==> src/rtl/updown_counter_modal_if.sv <==
// Control and status bundle for the modal up/down counter.
// The bench drives through the master view; the counter sits on the slave view.
interface updown_counter_modal_if #(
  parameter int WIDTH = 3
);
  logic             en;
  logic             load;
  logic [WIDTH-1:0] load_val;
  logic             up_dn;
  logic [1:0]       mode;
  logic [WIDTH-1:0] Q;
  logic             dir;
  logic             tc;
  logic             evt;
  logic             done;

  modport master (
    output en, load, load_val, up_dn, mode,
    input  Q, dir, tc, evt, done
  );

  modport slave (
    input  en, load, load_val, up_dn, mode,
    output Q, dir, tc, evt, done
  );
endinterface

==> src/rtl/updown_counter_modal.sv <==
// Modal up/down counter: wrap, saturate, ping-pong and one-shot behaviour
// between 0 and MAX_VAL, with load, sticky completion flag and event pulse.
module updown_counter_modal #(
  parameter int               WIDTH   = 3,
  parameter logic [WIDTH-1:0] MAX_VAL = {WIDTH{1'b1}}
) (
  input logic                  clock,
  input logic                  reset,
  updown_counter_modal_if.slave bus
);

  localparam logic [1:0]       MODE_WRAP = 2'b00;
  localparam logic [1:0]       MODE_SAT  = 2'b01;
  localparam logic [1:0]       MODE_PING = 2'b10;
  localparam logic [1:0]       MODE_ONE  = 2'b11;
  localparam logic [WIDTH-1:0] ONE       = WIDTH'(1);
  localparam logic [WIDTH-1:0] ZERO      = '0;

  logic [WIDTH-1:0] q_r;
  logic             dir_r;
  logic             evt_r;
  logic             done_r;

  logic [WIDTH-1:0] q_nxt_s;
  logic             dir_nxt_s;
  logic             evt_nxt_s;
  logic             done_nxt_s;
  logic             step_dir_s;
  logic             at_bound_s;

  // Next-state computation: load beats enable; bounds handled per mode.
  always_comb begin
    q_nxt_s    = q_r;
    dir_nxt_s  = dir_r;
    evt_nxt_s  = 1'b0;
    done_nxt_s = done_r;
    // Ping-pong follows its own remembered direction; other modes follow the request.
    if (bus.mode == MODE_PING) begin
      step_dir_s = dir_r;
    end else begin
      step_dir_s = bus.up_dn;
    end
    if (step_dir_s) begin
      at_bound_s = (q_r == MAX_VAL);
    end else begin
      at_bound_s = (q_r == ZERO);
    end

    if (bus.load) begin
      if (bus.load_val > MAX_VAL) begin
        q_nxt_s = MAX_VAL;
      end else begin
        q_nxt_s = bus.load_val;
      end
      dir_nxt_s  = bus.up_dn;
      done_nxt_s = 1'b0;
    end else if (bus.en) begin
      if (bus.mode != MODE_PING) begin
        dir_nxt_s = bus.up_dn;
      end else begin
        dir_nxt_s = dir_r;
      end
      if (done_r) begin
        // Completed one-shot freezes the count until load or reset.
        q_nxt_s = q_r;
      end else if (!at_bound_s) begin
        if (step_dir_s) begin
          q_nxt_s = q_r + ONE;
        end else begin
          q_nxt_s = q_r - ONE;
        end
      end else begin
        case (bus.mode)
          MODE_WRAP: begin
            q_nxt_s   = step_dir_s ? ZERO : MAX_VAL;
            evt_nxt_s = 1'b1;
          end
          MODE_SAT: begin
            q_nxt_s = q_r;
          end
          MODE_PING: begin
            // Reflect off the bound: next value is one step back inside the range.
            q_nxt_s   = step_dir_s ? (MAX_VAL - ONE) : ONE;
            dir_nxt_s = ~step_dir_s;
            evt_nxt_s = 1'b1;
          end
          MODE_ONE: begin
            q_nxt_s    = q_r;
            done_nxt_s = 1'b1;
            evt_nxt_s  = 1'b1;
          end
          default: begin
            q_nxt_s = q_r;
          end
        endcase
      end
    end else begin
      q_nxt_s = q_r;
    end
  end

  // State register with synchronous reset to count 0, direction up.
  always_ff @(posedge clock) begin
    if (reset) begin
      q_r    <= ZERO;
      dir_r  <= 1'b1;
      evt_r  <= 1'b0;
      done_r <= 1'b0;
    end else begin
      q_r    <= q_nxt_s;
      dir_r  <= dir_nxt_s;
      evt_r  <= evt_nxt_s;
      done_r <= done_nxt_s;
    end
  end

  assign bus.Q    = q_r;
  assign bus.dir  = dir_r;
  assign bus.evt  = evt_r;
  assign bus.done = done_r;
  // Terminal count looks only at the registered count and direction.
  assign bus.tc   = (dir_r && (q_r == MAX_VAL)) || (!dir_r && (q_r == ZERO));

endmodule
==> src/flat_wrapper.sv <==
// flat-port wrapper written by rule: the top's interface ports become plain ports
module updown_counter_modal_flat 
#(
  parameter int               WIDTH   = 3,
  parameter logic [WIDTH-1:0] MAX_VAL = {WIDTH{1'b1}}
)
  (clock, reset, bus_en, bus_load, bus_load_val, bus_up_dn, bus_mode, bus_Q, bus_dir, bus_tc, bus_evt, bus_done);
  updown_counter_modal_if #(.WIDTH(WIDTH)) bus_i ();
  input logic clock;
  input logic reset;
  input wire logic [$bits(bus_i.en)-1:0] bus_en;
  input wire logic [$bits(bus_i.load)-1:0] bus_load;
  input wire logic [$bits(bus_i.load_val)-1:0] bus_load_val;
  input wire logic [$bits(bus_i.up_dn)-1:0] bus_up_dn;
  input wire logic [$bits(bus_i.mode)-1:0] bus_mode;
  output wire logic [$bits(bus_i.Q)-1:0] bus_Q;
  output wire logic [$bits(bus_i.dir)-1:0] bus_dir;
  output wire logic [$bits(bus_i.tc)-1:0] bus_tc;
  output wire logic [$bits(bus_i.evt)-1:0] bus_evt;
  output wire logic [$bits(bus_i.done)-1:0] bus_done;
  assign bus_i.en = bus_en;
  assign bus_i.load = bus_load;
  assign bus_i.load_val = bus_load_val;
  assign bus_i.up_dn = bus_up_dn;
  assign bus_i.mode = bus_mode;
  assign bus_Q = bus_i.Q;
  assign bus_dir = bus_i.dir;
  assign bus_tc = bus_i.tc;
  assign bus_evt = bus_i.evt;
  assign bus_done = bus_i.done;
  updown_counter_modal #(.WIDTH(WIDTH), .MAX_VAL(MAX_VAL)) u_core (.clock(clock), .reset(reset), .bus(bus_i));
endmodule
==> config.mk <==
export PLATFORM = sky130hd
export DESIGN_NAME = updown_counter_modal_flat
export DESIGN_NICKNAME = d
export VERILOG_FILES = /design/src/rtl/updown_counter_modal_if.sv /design/src/rtl/updown_counter_modal.sv /design/src/flat_wrapper.sv
export SDC_FILE = /design/constraint.sdc
export NUM_CORES = 1
export LEC_CHECK = 0
export CORE_AREA = 2 2 39 41
export DETAILED_ROUTE_END_ITERATION = 8
export DIE_AREA = 0 0 41 43
export PLACE_DENSITY = 0.68
export SYNTH_ARGS = -nofsm -noshare
export SYNTH_HDL_FRONTEND = slang
export SYNTH_SLANG_ARGS = --single-unit
export TNS_END_PERCENT = 20
==> constraint.sdc <==
create_clock -name clock -period 2.7 [get_ports clock]
set_clock_uncertainty 0.15 [all_clocks]
set_input_delay 0.405 -clock clock [delete_from_list [all_inputs] [get_ports clock]]
set_output_delay 0.405 -clock clock [all_outputs]
set_load 0.01 [all_outputs]
# == Word-level counts from Yosys, hierarchy flattened ==
# Cells that the tools add are included.
# op_classes
addsub,2
n_lt_le_gt_ge,1
eq_ne,7
mux,21
bitwise_logic,3
n_reduce_logical,12
# op_table
cell,count
$mux W3,8
$mux W1,12
$pmux W3 S2,1
$reduce_or A5 Y1,1
$eq A2 B2 Y1 const B,2
$ne A2 B2 Y1 const B,2
$reduce_or A2 Y1,2
$add A3 B1 Y3 const B,1
$eq A3 B3 Y1 const B,1
$gt A3 B3 Y1 const B,1
$logic_not A3 Y1,1
$ne A3 B3 Y1 const B,1
$not A1 Y1,3
$reduce_and A3 Y1,1
$reduce_or A3 Y1,1
$sub A3 B1 Y3 const B,1
$eq A2 B1 Y1 const B,1
$logic_and A1 B1 Y1,2
$logic_not A2 Y1,1
$reduce_bool A2 Y1,1
$logic_not A1 Y1,1
$logic_or A1 B1 Y1,1
# word_totals
register_bits,6
inputBits,10
output_inout_bits,7
wordCells,50

# == Depth between registers and ports, before layout ==
# Gate-level depths: netlist of the first run.
# depth
depth_word,8
mapped_depth,9
ltp_nobuf,9

# == Worst setup path after synthesis of the first run ==
# Ideal clock, no wire load.
# synth_timing
kind,input to register
startpoint,input port bus_mode[0]
endpoint,register u_core.q_r[2] (netlist: u_core.bus.Q[2])
setup_time_ps,125
arrival_time_ps,1845
required_time_ps,2425
path_slack_ps,580
path_stages,9
path_buffers,0
cell_sequence,nand2b_4 > mux2i_4 > xor2_1 > ha_1 > nor2_1 > a21oi_1 > mux2_2 > a211oi_1 > o41a_1
# synth_via
elab_chain_cells,8
word_cells_on_any_way,17
cone_classes,eq/ne: 4; mux: 10; reduce/logical: 3
# synth_lines
item,line,rtl
start: declaration,flat_wrapper.sv:15,input wire logic [$bits(bus_i.mode)-1:0] bus_mode;
$eq A2 B2 Y1,"updown_counter_modal.sv:38, updown_counter_modal.sv:73",
$mux W1,updown_counter_modal.sv:38,if (bus.mode == MODE_PING) begin
$mux W3 (on tied branches),"updown_counter_modal.sv:83, updown_counter_modal.sv:75",
$pmux W3 S2,updown_counter_modal.sv:73,case (bus.mode)
$mux W3,updown_counter_modal.sv:66,end else if (!at_bound_s) begin
$mux W3,updown_counter_modal.sv:63,if (done_r) begin
$mux W3,updown_counter_modal.sv:57,end else if (bus.en) begin
$mux W3,updown_counter_modal.sv:49,if (bus.load) begin
end signal: assignment,updown_counter_modal.sv:110,q_r <= q_nxt_s;
end: declaration,updown_counter_modal.sv:19,logic [WIDTH-1:0] q_r;
# Parallel ways exist; a longest one is shown, timed or not. The select of a mux whose other input is x is not followed.
# A chain may end at the register's enable or synchronous reset.

# == Worst setup path after layout of the first run ==
# Same ends and word-level chain as after synthesis.

==> results of run 1 <==
## logic make-up (layout without fill, tap and decap cells)
group / after synthesis / in the layout / synth area share [%]
buffers and inverters: 4 / 25 / 3.02
muxes: 6 / 6 / 15.9
DFF: 6 / 6 / 24.2
and+or+nand+nor: 30 / 30 / 31.5
adders and majority gates: 1 / 1 / 2.52
xor gates and xnor gates: 1 / 1 / 1.76
AOI/OAI and AO/OA: 15 / 15 / 21.2
## placed cells by master (no fill, tap or decap)
master            n
o21ai_0           3
mux2_2            1
inv_1             3
nand2_1           3
nor3_1            5
a21oi_1           2
xor2_1            1
ha_1              1
clkdlybuf4s50_1  16
mux2i_1           3
mux2i_4           1
nor2_1            9
nor2b_1           1
nor4_1            2
dfxtp_1           6
a211oi_1          3
nand2b_4          1
or3_1             2
o22ai_1           1
o21a_1            2
nand2b_1          1
mux2_4            1
clkbuf_4          3
nand3_1           4
a221oi_1          1
nor3b_1           1
a21o_2            1
o41a_1            1
o211ai_1          1
or3_2             1
buf_4             3
## synth_stat cells, drive strengths merged (2+ instances only)
cell	n
or3	3
mux2i	4
a211oi	3
dfxtp	6
a21oi	2
nand3	4
o21ai	3
nor2	9
mux2	2
nand2	3
inv	3
nor4	2
o21a	2
nand2b	2
nor3	5
## stage by stage
step	std cells	utilization, %
6_report	100	51.9
5_1_grt	100	51.9
4_1_cts	100	51.9
3_5_place_dp	97	50.3
3_3_place_gp	97	50.3
2_1_floorplan	63	-
## worst min-delay path by stage
stage                   start               to  slack (ps)
2_1_floorplan           reset  u_core.bus.Q[0]         330
3_3_place_gp   u_core.bus.dir   u_core.bus.dir         410
3_5_place_dp   u_core.bus.dir   u_core.bus.dir         410
4_1_cts        u_core.bus.dir   u_core.bus.dir         420
5_1_grt        u_core.bus.dir   u_core.bus.dir         460
6_report       u_core.bus.dir   u_core.bus.dir         410
## routing by layer
layer	GRT usage [%]	part of all wire (%)	vias to the layer above
met3	1.57	8.0	5
met2	26.9	44	24
met5	0	0	-
met4	12.7	3.0	0
li1	-	-	279
met1	20.9	45	254
## flip-flops by register name, indices dropped and copies added, names as in the netlist
signal / cells
u_core.bus.Q: 3
u_core.bus.dir: 1
u_core.bus.done: 1
u_core.bus.evt: 1
## worst max-delay path, stage by stage
cell             delay (ps)
clkdlybuf4s50_1         480
nand2b_4                150
mux2i_4                 240
xor2_1                  170
ha_1                    230
nor2_1                   50
a21oi_1                 130
mux2_2                  150
a211oi_1                 40
o41a_1                  300
## report_power, final
group	internal, mW	switching [mW]	total [mW]
Sequential	0.0949	0.0108	0.106
Combinational	0.0582	0.0471	0.105
Clock	0.0507	0.0387	0.0894
## area by class of cell
cell class                      count  area, sq um
Inverter                            3         11.3
Tap cell                           16         20.0
Multi-Input combinational cell     53          362
Sequential cell                     6          120
Fill cell                         140          666
Timing Repair Buffer               19          183
Clock buffer                        3         22.5
==> run_results.csv, run 1 <==
group,metric,value,unit
outcome,status,"complete, no violations",
yosys,yosysTopAreaCell,"dfxtp_1",
cts,cts_tree,"yes",
detailed_routing,vias,562,
setup_path,endpoint,"u_core.bus.Q[2]",
placement,io_buffers,16,
timing,period_needed,2360,ps
timing,rsz0062_at_grt,"false",
setup_path,worstPathRequired,2690,ps
setup_path,cp-startpoint,"bus_mode[0]",
setup_path,r2r-end,"u_core.bus.Q[2]",
pwr,leakagePower,0.282,nW
detailed_routing,wire_per_inst,13.3,um
setup_path,crit_arrival,2350,ps
flow_run,maxCapViolations,0,
placement,place_area,696,sq um
timing,worst_slack,340,ps
placement,routabilityCongestion,0.797,
worst_hold_path,min_path_cells,2,
setup_path,start_kind,"primary input",
yosys,synth-edff-count,0,
yosys,syn-cell-area,497,sq um
yosys,synthTopCellsByArea,"dfxtp_1, nor2_1, mux2i_1, nor3_1, a211oi_1",
worst_hold_path,hold_path.class,"flop to flop",
pwr,vdd_drop_max,0.000207,V
setup_path,timing.rr.start,"u_core.bus.dir",
cts,post_cts_hold_buffer_count,0,
cts,clock_latency,260,ps
setup_path,critPathCaptureType,"flop",
cts,cts_sinks,6,
yosys,syn_nets,74,
cts,root_buffer,"clkbuf_4",
floorplanning,rows,14,
timing,worst_pin_slew,339,ps
timing,setup_tns,0,ps
cells_and_area,diodes,0,
cells_and_area,syn_to_final_growth,44.6,%
timing,finalCritPeriodShare,87.4,%
yosys,ys_ff_latch,6,
floorplanning,coreArea,1380,sq um
setup_path,path_max_fanout,4,
global_routing,grt_pass1_vias,513,
detailed_routing,drc_errors,0,
global_routing,globalRoute.totalOverflow,0,
cts,cts_max_level,1,
floorplanning,fp.dieW,41,um
yosys,ys_async_sr_fraction,0,%
detailed_routing,drt_iter0_markers,11,
setup_path,rrSetupSlack,810,ps
cells_and_area,fin_area,718,sq um
setup_path,path_class,"primary input to flop",
cts,ctsResizeCount,0,
cells_and_area,finalNetCount,97,
yosys,netlist_instances,63,
cts,numCtsBuffers,3,
detailed_routing,vias_per_cell,5.62,
timing,maxSlewHeadroom,77.3,%
floorplanning,die-area,1760,sq um
cells_and_area,drive_gt1_share,14.3,%
timing,setup_violations,0,
pwr,p_total,0.300,mW
cts,clockBufferDepth,2,
global_routing,antenna_found_initial,0,
yosys,synth_cell_types,29,
floorplanning,die_h,43,um
detailed_routing,firstDrtPassIters,4,
timing,finalHoldViolations,0,
timing,fmax,0.424,GHz
yosys,yosys_warnings,0,
timing,slew_viol_final,0,
yosys,avgSynthCellArea,7.88,sq um
yosys,ys_seq_area_share,24.2,%
global_routing,grt_max_degree,10,
detailed_routing,routed_wl,1330,um
detailed_routing,ant_nets,0,
placement,post-place-ws,89.4,ps
setup_path,reg2reg_depth,8,
placement,hpwl,942,um
floorplanning,ios,17,
global_routing,grt_usage,17.4,%
yosys,synth_top_area_share,24.2,%
yosys,synthFlopType,"dfxtp_1",
cts,post-cts-setup-buffer-count,0,
pwr,power_density,418,nW/um^2
cts,path_clk_slew,50,ps
global_routing,grt_pass1_wl,2060,um
floorplanning,initial_core_util,35.9,%
timing,hold_slack,411,ps
Power figures use the tool's default switching activity.
==> inputs of run 2 (changes only) <==
Settings changed: CTS_CLUSTER_SIZE from default to 12.
==> results of run 2 <==
No change in the layout: final DEF, timing and power equal those of run 1.
==> inputs of run 3 (changes only) <==
Settings changed: RECOVER_POWER from default to 50.
Clock period 2.7 ns to 2.8 ns, I/O delays scaled along.
==> run 3 against run 2 <==
Global-route usage is 0.94 points higher. Power is 5.8% lower. Clock-buffer cell count stayed put. Die area stayed put. Non-clock buffer count is 1 lower. Combinational power is 8% lower. Critical path depth stayed put.
==> run_results.csv, run 3 (synthesized netlist as in run 1, its figures left out) <==
group,metric,value,unit
cells_and_area,largest_reg_flops,3,
cts,root_buffer,"clkbuf_4",
setup_path,worst-path-stages,10,
cells_and_area,seqCellArea,120,sq um
setup_path,slowest_stage,"clkdlybuf4s50_1",
cts,numCtsBuffers,3,
pwr,leakagePower,0.289,nW
global_routing,grt_max_degree,10,
floorplanning,die-area,1760,sq um
setup_path,critical_path.top_delay_family,"buffers and inverters",
worst_hold_path,min_path_cells,1,
detailed_routing,drc_errors,0,
worst_hold_path,hold_path.class,"flop to flop",
cts,path_clk_slew,50,ps
cells_and_area,fin_util,51.4,%
timing,finalCritPeriodShare,87.2,%
cells_and_area,finalNetCount,96,
outcome,status,"complete, no violations",
floorplanning,die_h,43,um
placement,hpwl,926,um
floorplanning,initial_core_util,35.9,%
setup_path,path_buf_inv,1,
timing,rsz0062_at_grt,"false",
detailed_routing,ant_nets,0,
floorplanning,ios,17,
cts,cts_tree,"yes",
cts,post_cts_hold_buffer_count,0,
timing,hold_slack,418,ps
setup_path,rrSetupSlack,890,ps
setup_path,path_class,"primary input to flop",
placement,io_buffers,16,
placement,routabilityCongestion,0.743,
pwr,vdd_drop_max,0.000179,V
floorplanning,coreArea,1380,sq um
timing,period_needed,2440,ps
timing,slew_viol_final,0,
cells_and_area,syn_to_final_growth,43.1,%
setup_path,critPathCaptureType,"flop",
pwr,power_density,398,nW/um^2
cells_and_area,diodes,0,
timing,setup_violations,0,
cts,clock_latency,250,ps
floorplanning,rows,14,
floorplanning,fp.dieW,41,um
cells_and_area,fin_area,711,sq um
global_routing,grt_usage,18.3,%
setup_path,reg2reg_depth,8,
global_routing,grt_pass1_wl,2130,um
detailed_routing,wire_per_inst,12.5,um
cells_and_area,final_cell_mix,"clkdlybuf4s50_1, nor2_1, dlygate4sd3_1, dfxtp_1, nor3_1",
cts,clockBufferDepth,2,
timing,finalHoldViolations,0,
cells_and_area,drive_gt1_share,13.3,%
cells_and_area,n_fill_cell,149,
global_routing,grt_pass1_vias,498,
setup_path,worstPathRequired,2840,ps
cells_and_area,multi_input_area,362,sq um
setup_path,crit_arrival,2480,ps
timing,fmax,0.410,GHz
cts,cts_sinks,6,
global_routing,globalRoute.totalOverflow,0,
cts,ctsResizeCount,0,
global_routing,antenna_found_initial,0,
setup_path,path_max_fanout,4,
flow_run,maxCapViolations,0,
timing,setup_tns,0,ps
detailed_routing,vias,543,
setup_path,slowest_delay,580,ps
placement,place_area,688,sq um
cts,cts_max_level,1,
cells_and_area,layout_commonest_cell,"clkdlybuf4s50_1",
cts,post-cts-setup-buffer-count,0,
detailed_routing,drt_iter0_markers,15,
setup_path,crit_chain,"clkdlybuf4s50_1 -> nand2b_4 -> mux2i_4 -> xor2_1 -> ha_1 -> nor2_1 -> a21oi_1 -> mux2_2 -> a211oi_1 -> o41a_1",
timing,worst_pin_slew,349,ps
timing,maxSlewHeadroom,76.7,%
detailed_routing,firstDrtPassIters,6,
setup_path,start_kind,"primary input",
detailed_routing,vias_per_cell,5.48,
detailed_routing,routed_wl,1240,um
-- run 3: changes by cell type in the layout (fill, tap and decap cells not counted) --
cell / delta
clkdlybuf4s50_1: -6
dlygate4sd3_1: +6
buf_4: -1
-- run 3: where the power goes --
part           leakage (nW)  switching (mW)  total [mW]  internal (mW)
Clock                0.0138          0.0365      0.0854         0.0489
Combinational         0.226          0.0436      0.0967         0.0531
Sequential           0.0494         0.00947       0.101         0.0914
-- run 3: metal layers --
metal / GRT usage, % / routed length (um)
met3: 3.14 / 99
met5: 0 / 0
met4: 16.0 / 36
met1: 22.3 / 521
met2: 25.9 / 581
-- run 3: worst paths after layout --
| kind | start | to |
|---|---|---|
| min | u_core.bus.done | u_core.bus.done |
| max | bus_mode[1] | u_core.bus.Q[2] |
| max reg2reg | u_core.bus.dir | u_core.bus.Q[2] |
| min reg2reg | u_core.bus.done | u_core.bus.done |
-- run 3: worst reg2reg max path: stages (launching register included) --
cell	delay (ps)
dfxtp_1	410
mux2i_4	100
xor2_1	150
ha_1	230
nor2_1	90
a21oi_1	60
mux2_2	270
a211oi_1	240
o41a_1	150
-- run 3: metrics by stage --
stage	total power, mW	cells	worst slack, ps
floorplan	0.159	63	665
global placement	0.202	96	140
detailed placement	0.202	96	105
CTS	0.288	99	364
global route	0.305	99	225
finish	0.283	99	359
-- run 3: cell type report --
class,instances,area share [%]
repair buffers,18,24.6
flip-flops and latches,6,16.9
well taps,16,2.82
clock buffers,3,3.17
inverters,3,1.58
multi-input cells,53,50.9
